$ cat src/rtl/comp_search_pkg.sv
// Shared types for the binary-search comparator initiator: FSM states,
// the {gt,eq,lt} verdict encoding and a one-hot check for that verdict.
package comp_search_pkg;

  typedef enum logic [1:0] {
    IDLE,
    ISSUE,
    WAIT,
    FINISH
  } state_t;

  localparam logic [2:0] GT = 3'b100;
  localparam logic [2:0] EQ = 3'b010;
  localparam logic [2:0] LT = 3'b001;

  function automatic logic is_onehot3(input logic [2:0] v);
    return (v == GT) || (v == EQ) || (v == LT);
  endfunction

endpackage

$ cat src/rtl/comp_search_range.sv
// Search window [lo,hi] for the initiator: holds the bounds, produces the
// midpoint probe and flags when the pending update would empty the window.
module comp_search_range #(
  parameter int WIDTH = 16
) (
  input  logic             clk,
  input  logic             rst,
  input  logic             load,
  input  logic             upd_gt,
  input  logic             upd_lt,
  input  logic [WIDTH-1:0] probe,
  output logic [WIDTH-1:0] mid,
  output logic             empty_next
);

  logic [WIDTH-1:0] lo;
  logic [WIDTH-1:0] hi;

  // NOTE: sequential state uses non-blocking assignments; reset is synchronous.
  always_ff @(posedge clk) begin
    if (rst || load) begin
      lo <= '0;
      hi <= '1;
    end else if (upd_gt) begin
      hi <= probe - WIDTH'(1);
    end else if (upd_lt) begin
      lo <= probe + WIDTH'(1);
    end
  end

  // hi >= lo whenever a probe is issued, so hi-lo never wraps and mid <= hi.
  assign mid = lo + ((hi - lo) >> 1);

  // The probe is always inside [lo,hi]; the window empties exactly when the
  // verdict excludes the bound the probe sits on (also covers 0/gt, ones/lt).
  assign empty_next = (upd_gt && (probe == lo)) || (upd_lt && (probe == hi));

endmodule

$ cat src/rtl/comp_search_initiator.sv
// Binary-search initiator driving a gt/eq/lt comparator to recover a hidden
// operand. Define COMP_SEARCH_TIMEOUT_EN to bound the wait for each verdict.
module comp_search_initiator
  import comp_search_pkg::*;
#(
  parameter int WIDTH      = 16,
  parameter int MAX_PROBES = WIDTH + 1
`ifdef COMP_SEARCH_TIMEOUT_EN
  , parameter int TIMEOUT  = 64
`endif
) (
  input  logic                               clk,
  input  logic                               rst,
  input  logic                               start,
  output logic                               busy,
  output logic                               probe_valid,
  input  logic                               probe_ready,
  output logic [WIDTH-1:0]                   probe_data,
  input  logic                               resp_valid,
  input  logic                               resp_gt,
  input  logic                               resp_eq,
  input  logic                               resp_lt,
  output logic                               done,
  output logic                               found,
  output logic [WIDTH-1:0]                   result,
  output logic [$clog2(MAX_PROBES+1)-1:0]    probe_count,
  output logic                               error
);

  localparam int CW = $clog2(MAX_PROBES + 1);

  state_t           state, state_n;
  logic [WIDTH-1:0] probe_q;
  logic [WIDTH-1:0] mid;
  logic [2:0]       verdict;
  logic             load, accept, resp_ok, bad_verdict, hit, upd_gt, upd_lt;
  logic             empty_next, timed_out;

  assign verdict     = {resp_gt, resp_eq, resp_lt};
  assign load        = (state == IDLE) && start;
  assign accept      = (state == ISSUE) && probe_ready;
  assign resp_ok     = (state == WAIT) && resp_valid;
  assign bad_verdict = resp_ok && !is_onehot3(verdict);
  assign hit         = resp_ok && (verdict == EQ);
  assign upd_gt      = resp_ok && (verdict == GT);
  assign upd_lt      = resp_ok && (verdict == LT);

  comp_search_range #(.WIDTH(WIDTH)) u_range (
    .clk        (clk),
    .rst        (rst),
    .load       (load),
    .upd_gt     (upd_gt),
    .upd_lt     (upd_lt),
    .probe      (probe_q),
    .mid        (mid),
    .empty_next (empty_next)
  );

`ifdef COMP_SEARCH_TIMEOUT_EN
  localparam int TW = $clog2(TIMEOUT + 1);
  logic [TW-1:0] wait_cnt;

  always_ff @(posedge clk) begin
    if (rst || accept) begin
      wait_cnt <= '0;
    end else if ((state == WAIT) && !resp_valid) begin
      wait_cnt <= wait_cnt + TW'(1);
    end
  end

  assign timed_out = (state == WAIT) && !resp_valid && (wait_cnt == TW'(TIMEOUT - 1));
`else
  assign timed_out = 1'b0;
`endif

  // NOTE: defaults first so every path assigns state_n and no latch is inferred.
  always_comb begin
    state_n = state;
    unique case (state)
      IDLE:   if (start) state_n = ISSUE;
      ISSUE:  if (probe_ready) state_n = WAIT;
      WAIT: begin
        if (timed_out || bad_verdict || hit) begin
          state_n = FINISH;
        end else if (resp_valid) begin
          state_n = (empty_next || (probe_count == CW'(MAX_PROBES))) ? FINISH : ISSUE;
        end
      end
      FINISH: state_n = IDLE;
      default: state_n = IDLE;
    endcase
  end

  always_ff @(posedge clk) begin
    if (rst) begin
      state       <= IDLE;
      probe_q     <= '0;
      found       <= 1'b0;
      result      <= '0;
      probe_count <= '0;
      error       <= 1'b0;
    end else begin
      state <= state_n;
      if (load) begin
        found       <= 1'b0;
        result      <= '0;
        error       <= 1'b0;
        probe_count <= '0;
      end
      if (accept) begin
        probe_q     <= mid;
        probe_count <= probe_count + CW'(1);
      end
      if (hit) begin
        found  <= 1'b1;
        result <= probe_q;
      end
      if (bad_verdict || timed_out) begin
        error <= 1'b1;
        found <= 1'b0;
      end
    end
  end

  assign busy        = (state == ISSUE) || (state == WAIT);
  assign probe_valid = (state == ISSUE);
  assign done        = (state == FINISH);
  // The live midpoint is shown while offering; afterwards the last issued probe.
  assign probe_data  = (state == ISSUE) ? mid : probe_q;

endmodule

$ cat config.mk
export PLATFORM = sky130hd
export DESIGN_NAME = comp_search_initiator
export DESIGN_NICKNAME = d
export VERILOG_FILES = /design/src/rtl/comp_search_pkg.sv /design/src/rtl/comp_search_range.sv /design/src/rtl/comp_search_initiator.sv
export SDC_FILE = /design/constraint.sdc
export NUM_CORES = 1
export LEC_CHECK = 0
export BUFFER_PORTS_ARGS = -buffer_cell sky130_fd_sc_hd__buf_4
export CAP_MARGIN = 10
export CORE_MARGIN = 1
export CORE_UTILIZATION = 61
export DETAILED_ROUTE_END_ITERATION = 6
export PLACE_DENSITY_LB_ADDON = 0.15
export SLEW_MARGIN = 20
export SYNTH_ARGS = -nofsm -noshare
export SYNTH_HDL_FRONTEND = slang
export SYNTH_SLANG_ARGS = --single-unit
$ cat constraint.sdc
create_clock -name clk -period 4 [get_ports clk]
set_input_delay 0.4 -clock clk [delete_from_list [all_inputs] [get_ports clk]]
set_output_delay 0.4 -clock clk [all_outputs]
set_load 0.03 [all_outputs]
### Word-level counts from Yosys, hierarchy flattened

Index checks and enable logic that the tools add are counted.

| operators by class | value |
|---|---|
| bitwise logic cells | 1 |
| reduce and logical (&&, ||, !) cells | 24 |
| equality and inequality tests | 12 |
| muxes and demuxes | 14 |
| add/subtract/negate cells | 5 |

Operators by type and width:

| cell | count |
|---|---|
| 2-to-1 mux 16 bit | 3 |
| equality test 16 bit | 2 |
| adder 16 x 1 -> 16 bit, second input constant | 1 |
| adder 16 x 15 -> 16 bit | 1 |
| subtractor 16 x 1 -> 16 bit, second input constant | 1 |
| subtractor 16 bit | 1 |
| 2-to-1 mux 2 bit | 5 |
| 2-to-1 mux 5 bit | 2 |
| logical AND 1 bit | 9 |
| one-hot mux 2 bit (4 select lines) | 1 |
| logical OR 1 bit | 7 |
| nonzero test 2 bit | 3 |
| adder 5 x 1 -> 5 bit, second input constant | 1 |
| equality test 5 bit, second input constant | 1 |
| equality test 2 bit, second input constant | 2 |
| equality test 3 x 1 -> 1 bit, second input constant | 1 |
| equality test 3 x 2 -> 1 bit, second input constant | 1 |
| equality test 3 bit, second input constant | 1 |
| 2-to-1 mux 1 bit | 3 |
| != test 3 x 2 -> 1 bit, second input constant | 1 |
| AND reduction 3 bit | 1 |
| equality test 2 x 1 -> 1 bit, second input constant | 1 |
| zero test 2 bit | 1 |
| != test 2 x 1 -> 1 bit, second input constant | 1 |
| other kinds (5) | 5 |

| word-level totals | value |
|---|---|
| bits in registers | 73 |

### Longest topological paths before layout

Gate-level depths: netlist of the first run.

| depth | value |
|---|---|
| word-level depth | 10 |
| gate-level depth with buffers | 16 |

### Cells and area by module

A second synthesis of the first run with hierarchy kept.

| unflattened totals | value |
|---|---|
| cell total of the unflattened synthesis | 670 |
| area, all modules | 5424.0 um^2 |

By module, submodules not included:

| module | seq. area each (um^2) | cells each | instances | area each (um^2) |
|---|---|---|---|---|
| comp_search_range | 640.6 | 446 | 1 | 3445.8 |
| comp_search_initiator | 820.8 | 224 | 1 | 1978.1 |

### Least setup slack after synthesis of the first run

Ideal clock, no wire load.

| timing | value |
|---|---|
| kind | register -> output |
| from | register u_range.hi[1] |
| to | output probe_data[13] |
| stages on the path, launching flop included | 16 |
| buffers on the path | 0 |
| slack | 0.102 ns |
| arrival | 3.498 ns |
| cells stage by stage | dfxtp_1 -> inv_1 -> fa_1 -> nand2b_1 -> a211oi_1 -> nor2_1 -> a31oi_1 -> o41ai_2 -> xnor2_1 -> ha_1 -> and2_1 -> a221o_1 -> a21oi_1 -> a21oi_1 -> xnor2_1 -> a21oi_1 |

| on the way | value |
|---|---|
| cells in the longest elaborated chain, start to end | 3 |

Ends and longest elaborated chain:

| element | line | text |
|---|---|---|
| start: declaration | comp_search_range.sv:17 | `logic [WIDTH-1:0] hi;` |
| start signal: assignment | comp_search_range.sv:25 | `hi <= probe - WIDTH'(1);` |
| subtractor 16 bit | comp_search_range.sv:32 | `assign mid = lo + ((hi - lo) >> 1);` |
| adder 16 x 15 -> 16 bit | comp_search_range.sv:32 |  |
| 2-to-1 mux 16 bit | comp_search_initiator.sv:129 | `assign probe_data = (state == ISSUE) ? mid : probe_q;` |
| end: declaration | comp_search_initiator.sv:18 | `output logic [WIDTH-1:0] probe_data,` |

Every way passes these cells.

### Worst setup path in the final report of the first run

| timing | value |
|---|---|
| from | register u_range.lo[0] |
| to | output probe_data[13] |

| on the way | value |
|---|---|
| cells in the longest elaborated chain, start to end | 3 |

Ends and longest elaborated chain:

| element | line | text |
|---|---|---|
| start: declaration | comp_search_range.sv:16 | `logic [WIDTH-1:0] lo;` |
| start signal: assignment | comp_search_range.sv:27 | `lo <= probe + WIDTH'(1);` |
| subtractor 16 bit | comp_search_range.sv:32 |  |
| adder 16 x 15 -> 16 bit (*) | comp_search_range.sv:32 |  |
| 2-to-1 mux 16 bit (*) | comp_search_initiator.sv:129 |  |

Mark *: on every way between the ends. The rest lies on a longest branch, timed or not.

==> key figures, run 1 <==
Yosys
  – Top FF cell, synth: dfxtp_1
  – Sequential share of the synthesized area: 27.4%
  – Yosys cell types: 55
  – Syn_area_per_cell: 7.89 um2
  – Netlist Area Pre-Place: 5340 um2
  – YS warnings: 0
  – Synthesized instance count: 677
  – Post-synth ARST share: 0%
  – Syn Nets: 725
  – Yosys reg bits: 73
  – EDFF count, synth: 0

Finish
  – Non-Filler Instances: 856
  – P&R area growth vs syn: 26.6%
  – Post-layout util: 81.1%
  – Most common cell after layout, fill and taps aside: buf_4
  – Antenna diodes: 0
  – Share of cells above drive strength 1: 28.2%
  – Commonest cells after routing, fill and taps aside: buf_4, nand2_1, dfxtp_1, a21oi_1, xnor2_1
  – Nets: 794

Place
  – Cells after DPL: 802
  – Placer congestion estimate: 0.919
  – Post-DP HPWL: 10300 um
  – Buffers added on ports: 49

Setup path
  – WP buf/inv: 1
  – Crit path max-delay family: compound AO/OA/AOI/OAI gates
  – Most frequent CP cell: a21oi_2
  – CP endpoint kind: output port
  – Critical path class: register to output port
  – Slowest Stage Delay on Critical Path: 0.38 ns
  – CP max FO: 3
  – Worst path arrival time: 3.84 ns
  – CP required: 3.60 ns
  – Crit path cell chain: nor2b_4 -> fa_2 -> nand2b_4 -> a211oi_4 -> nor2_2 -> a31oi_2 -> o41ai_2 -> xnor2_1 -> ha_1 -> and2_4 -> a221o_1 -> a21oi_2 -> a21oi_2 -> xnor2_2 -> a21oi_1 -> buf_4
  – CP startpoint kind: register
  – Slowest CP cell: a221o_1

STA
  – Final min period: 4.24 ns
  – Worst rel slew slack: 27.3%
  – Max-slew violations: 0
  – Hold Worst Slack: 0.432 ns
  – Period utilization: 106%
  – Worst-margin pin slew: 1.09 ns
  – FMAX: 0.236 GHz
  – PnR worst setup slack: -0.238 ns
  – Final setup violation count: 5
  – RSZ-0062 raised after global routing: yes
  – Hold Vio Cnt, Final: 0
  – Setup Skew: 0.0101 ns
  – Sum Neg Setup Slack: -0.821 ns

Global routing
  – Global Route Usage Sum: 33.7%
  – Largest net degree at the start of global routing: 43
  – First-pass GRT wire length: 23600 um
  – Number of global-route vias before repair: 4841
  – Initial antenna violation count: 0
  – Grt ovf: 0

Status
  – Failing checks: negative setup slack
  – Status: finished with violations

Power and ir drop
  – Pleak: 2.61 nW
  – Peak supply drop: 0.409 mV
  – P per Cell Area: 450 nW/um2

Detailed routing
  – Residual DRC count: 0
  – Detail Route Antenna Nets: 0
  – Drt pass-1 iters: 5
  – Initial drt markers: 278
  – Via/cell ratio: 6.26
  – Via count: 5358
  – Wire per inst: 18.8 um
  – Drt total wl: 16100 um

Clock network
  – CTS Buf Count: 9
  – Clk slew on worst S/H paths: 0.09 ns
  – CTS max path bufs: 2
  – # H-tree levels: 3
  – Post-CTS Hold Fix Bufs: 0
  – Insertion delay to the later sink of the worst-skew pair: 0.36 ns
  – CTS Sinks: 73
  – Root buffer cell: clkbuf_8
  – CTS tree: done

Floorplan
  – Ports: 50
  – Placeable core area: 8340 um2
  – Initial Util: 64.0%
  – Die width: 95.6 um
  – Die height: 95.6 um
  – Die Footprint: 9130 um2
  – # rows: 33

Hold path
  – Worst Hold Class: input port to register

Job
  – Max-Cap Viols: 0
## power breakdown
group / switching, mW / total, mW / leakage, nW / internal, mW
combinational: 0.820 / 1.42 / 1.91 / 0.603
clock: 0.315 / 0.673 / 0.107 / 0.358
sequential: 0.169 / 0.946 / 0.593 / 0.777
## area by class of cell
type                       instances  area [um2]
tap                              105         131
multi-input combinational        529        4020
clock buffer                       9         124
inverter                          31         116
sequential                        73        1480
fill                             545        1580
timing repair buffer             102         781
clock inverter                     7         101
## sequential cells by signal, indices dropped and copies added (netlist names)
register     count
probe_q         16
result          16
u_range.hi      16
u_range.lo      16
probe_count      5
state            2
error            1
found            1
## through the flow
| stage | setup slack, ns | total power [mW] | area (um2) |
|---|---|---|---|
| 5_1_grt | -0.326 | 3.19 | 6760 |
| 6_report | -0.238 | 3.04 | 6760 |
| 2_1_floorplan | 0.102 | 1.90 | 5340 |
| 3_5_place_dp | -0.00977 | 2.25 | 5770 |
| 4_1_cts | -0.140 | 2.95 | 6350 |
| 3_3_place_gp | 0.0488 | 2.23 | 5770 |
## worst reg2reg max path: stages (launching register included)
cell	delay, ns
dfxtp_2	0.32
nor2b_4	0.13
fa_2	0.34
nand2b_4	0.16
a211oi_4	0.28
nor2_2	0.08
a31oi_2	0.24
o41ai_2	0.11
xnor2_1	0.14
ha_1	0.35
and2_4	0.20
and3_1	0.19
nand3_2	0.11
buf_4	0.12
nand4_1	0.14
buf_4	0.18
buf_4	0.13
buf_4	0.12
buf_4	0.12
buf_4	0.13
buf_4	0.13
buf_4	0.12
nand3b_1	0.10
a21oi_2	0.08
## layer usage
metal	GRT usage, %	routed length (um)
met1	42.5	6630
met2	58.3	7930
met3	3.67	843
met4	14.1	694
met5	0	0
## cells in the mapped netlist (2+ instances only)
cell type   n  area share, %
a211oi_1   22            3.1
a21o_1      8            1.1
a21oi_1    59            5.5
a311oi_1    3           0.49
a31oi_1     9            1.1
a41oi_1     2           0.33
a41oi_2     2           0.61
and2_1      6           0.70
and3_1      5           0.59
and4_1      2           0.33
buf_1       4           0.28
buf_2      11            1.0
buf_4       2           0.28
clkbuf_1   27            1.9
dfxtp_1    73             27
fa_1        2           0.75
ha_1       38            8.9
inv_1      31            2.2
mux2_2     10            2.1
mux2i_1     2           0.37
nand2_1    84            5.9
nand2b_1    3           0.35
nand3_1    36            3.4
nand3b_1    2           0.28
nand4_1     9            1.1
nor2_1     50            3.5
nor3_1     18            1.7
nor3b_1     3           0.42
nor4_1      6           0.70
nor4b_2     2           0.56
o211ai_1   16            2.2
o21ai_0    17            1.6
o21ai_1     2           0.19
o21bai_1    5           0.70
xnor2_1    52            8.5
xor2_1     35            5.7
## cells by family (layout without fill, tap and decap cells)
kind of cell / Yosys count / in the layout / synth area share (%)
AND/OR/NAND/NOR: 233 / 233 / 21.0
AO/OA/AOI/OAI: 157 / 157 / 19.5
XOR/XNOR: 87 / 87 / 14.3
buffers and inverters: 75 / 149 / 5.67
flip-flops: 73 / 73 / 27.4
adder cells (fa/ha/maj): 40 / 40 / 9.66
multiplexers: 12 / 12 / 2.48
## timing repair
item	CTS	global route
gates resized for setup	38	57
setup endpoints to repair	7	10
setup buffers	25	13
pin swaps	32	36
cloned	0	0
## worst paths after layout
path | from | to | slack, ns | cells after the start
worst max-delay path | u_range.lo[0] | probe_data[13] | -0.24 | 16
worst min-delay path | resp_valid | error | 0.43 | 3
worst max register to register | u_range.lo[0] | probe_q[12] | -0.14 | 23
worst min register to register | result[2] | result[2] | 0.47 | 2
Note: power is estimated with default switching activity, not from simulation.
==> inputs of run 2 (changes only) <==
- CORE_UTILIZATION: 61 -> 65
- clock period: 4 -> 5.1 ns (I/O delays scaled with it)
==> run 2 against run 1 <==
Critical path type unchanged. Register-to-register slack improved by 1.4 ns. Largest cell class unchanged. Clock power fell by 17%. Sequential power fell by 22%. The run now ends clean. Routed wire length fell by 12%.
==> key figures, run 2 (synthesis gave the netlist of run 1 again) <==
Clock network
  – Insertion delay to the later sink of the worst-skew pair: 0.36 ns (about the same)
  – CTS tree: done (unchanged)
  – Clk slew on worst S/H paths: 0.09 ns (about the same)
  – Postcts setup bufs: 0 (was 25)
  – Post-CTS sizing: 0 (was 38)
  – CTS Sinks: 73 (unchanged)
  – # H-tree levels: 3 (unchanged)
  – CTS Buf Count: 9 (unchanged)
  – Post-CTS Hold Fix Bufs: 0 (unchanged)
  – CTS max path bufs: 2 (unchanged)
  – Root buffer cell: clkbuf_8 (unchanged)

STA
  – Worst rel slew slack: 28.3% (was 27.3%)
  – Period utilization: 92.9%
  – RSZ-0062 raised after global routing: no (was yes)
  – Worst-margin pin slew: 1.08 ns (was 1.09 ns)
  – Setup Skew: 0.0133 ns (was 0.0101 ns)
  – Max-slew violations: 0 (unchanged)
  – Sum Neg Setup Slack: 0 ns (was -0.821 ns)
  – Final setup violation count: 0 (was 5)
  – Final min period: 4.74 ns
  – FMAX: 0.211 GHz
  – Hold Vio Cnt, Final: 0 (unchanged)

Detailed routing
  – Detail Route Antenna Nets: 0 (unchanged)
  – Wire per inst: 17.6 um (was 18.8 um)
  – Via count: 5000 (was 5358)
  – Residual DRC count: 0 (unchanged)
  – Via/cell ratio: 6.23 (was 6.26)
  – Drt total wl: 14100 um (was 16100 um)
  – Initial drt markers: 334 (was 278)
  – Drt pass-1 iters: 5 (unchanged)

Power and ir drop
  – P per Cell Area: 393 nW/um2 (was 450 nW/um2)
  – Pleak: 2.29 nW (was 2.61 nW)
  – Peak supply drop: 0.377 mV (was 0.409 mV)

Setup path
  – Most frequent CP cell: a21oi_1 (was a21oi_2)
  – Slowest Stage Delay on Critical Path: 0.44 ns (was 0.38 ns)
  – Slowest CP cell: fa_1 (was a221o_1)
  – CP startpoint kind: register (unchanged)
  – Crit path max-delay family: compound AO/OA/AOI/OAI gates (unchanged)
  – Flop2flop setup slack: 1.29 ns (was -0.14 ns)
  – CP required: 4.59 ns (was 3.60 ns)
  – CP max FO: 6 (was 3)
  – Critical path class: register to output port (unchanged)
  – CP endpoint kind: output port (unchanged)
  – WP buf/inv: 2 (was 1)
  – Crit path cell chain: inv_1 -> fa_1 -> nand2b_1 -> a211oi_1 -> nor2_1 -> a31oi_1 -> o41ai_2 -> xnor2_1 -> ha_1 -> and2_1 -> a221o_1 -> a21oi_1 -> a21oi_1 -> xnor2_1 -> a21oi_1 -> buf_4 (was nor2b_4 -> fa_2 -> nand2b_4 -> a211oi_4 -> nor2_2 -> a31oi_2 -> o41ai_2 -> xnor2_1 -> ha_1 -> and2_4 -> a221o_1 -> a21oi_2 -> a21oi_2 -> xnor2_2 -> a21oi_1 -> buf_4)
  – Worst path arrival time: 4.23 ns (was 3.84 ns)

Hold path
  – Worst Hold Class: register to register (was input port to register)

Floorplan
  – # rows: 32 (was 33)
  – Placeable core area: 7850 um2 (was 8340 um2)
  – Die width: 92.6 um (was 95.6 um)
  – Die height: 92.6 um (was 95.6 um)
  – Ports: 50 (unchanged)
  – Die Footprint: 8580 um2 (was 9130 um2)
  – Initial Util: 68.0% (was 64.0%)

Global routing
  – Global Route Usage Sum: 34.3% (was 33.7%)
  – Initial antenna violation count: 0 (unchanged)
  – Grt ovf: 0 (unchanged)
  – First-pass GRT wire length: 23000 um (was 23600 um)
  – Number of global-route vias before repair: 4683 (was 4841)
  – Largest net degree at the start of global routing: 43 (unchanged)

Finish
  – Fin area: 5910 um2 (was 6760 um2)
  – Most common cell after layout, fill and taps aside: nand2_1 (was buf_4)
  – P&R area growth vs syn: 10.8% (was 26.6%)
  – Commonest cells after routing, fill and taps aside: nand2_1, dfxtp_1, a21oi_1, xnor2_1, buf_4 (was buf_4, nand2_1, dfxtp_1, a21oi_1, xnor2_1)
  – Antenna diodes: 0 (unchanged)
  – Post-layout util: 75.4% (was 81.1%)
  – Nets: 743 (was 794)
  – Share of cells above drive strength 1: 13.0% (was 28.2%)

Place
  – Placement Cell Area: 5670 um2 (was 5770 um2)
  – Buffers added on ports: 49 (unchanged)
  – Placer congestion estimate: 0.871 (was 0.919)
  – Post-DP HPWL: 10300 um (about the same)

Status
  – Status: finished, final reports clean (was finished with violations)

Job
  – Max-Cap Viols: 0 (unchanged)
==> run 2: final timing paths <==
check | startpoint | endpoint | depth (start not counted)
worst max register to register | u_range.hi[1] | probe_q[13] | 15
worst max-delay path | u_range.hi[1] | probe_data[13] | 16
worst min register to register | error | error | 2
worst min-delay path | error | error | 2
==> run 2: per-layer routing <==
| metal | wire, um | track usage [%] | part of all wire (%) |
|---|---|---|---|
| met5 | 0 | 0 | 0 |
| met4 | 463 | 13.7 | 3.3 |
| met3 | 824 | 6.16 | 5.8 |
| met2 | 6850 | 58.6 | 49 |
| met1 | 5950 | 42.6 | 42 |
==> run 2: area by class of cell <==
cell class	count	area [um2]
Clock buffer	10	128
Tap cell	102	128
Sequential cell	73	1460
Inverter	31	116
Fill cell	605	1930
Timing Repair Buffer	51	383
Multi-Input combinational cell	529	3580
Clock inverter	6	115
==> run 2: stage by stage <==
stage                     power (mW)  std cells  setup slack [ns]  hold WS [ns]
final                           2.33        802             0.362         0.466
after CTS                       2.32        802             0.373         0.461
after detailed placement        1.76        786             0.799         0.449
after global placement          1.74        786             0.906         0.445
after floorplan                 1.49        677              1.09         0.491
after global routing            2.45        802            0.0260         0.483
==> run 2: power breakdown <==
group / internal, mW / switching (mW)
combinational: 0.415 / 0.611
sequential: 0.610 / 0.131
clock: 0.328 / 0.232
total: 1.35 / 0.974
==> run 2: worst min-delay path, stage by stage, from the launching register on <==
cell and delay [ns]:
dfxtp_1 0.32, nand2_1 0.05, a21oi_1 0.05
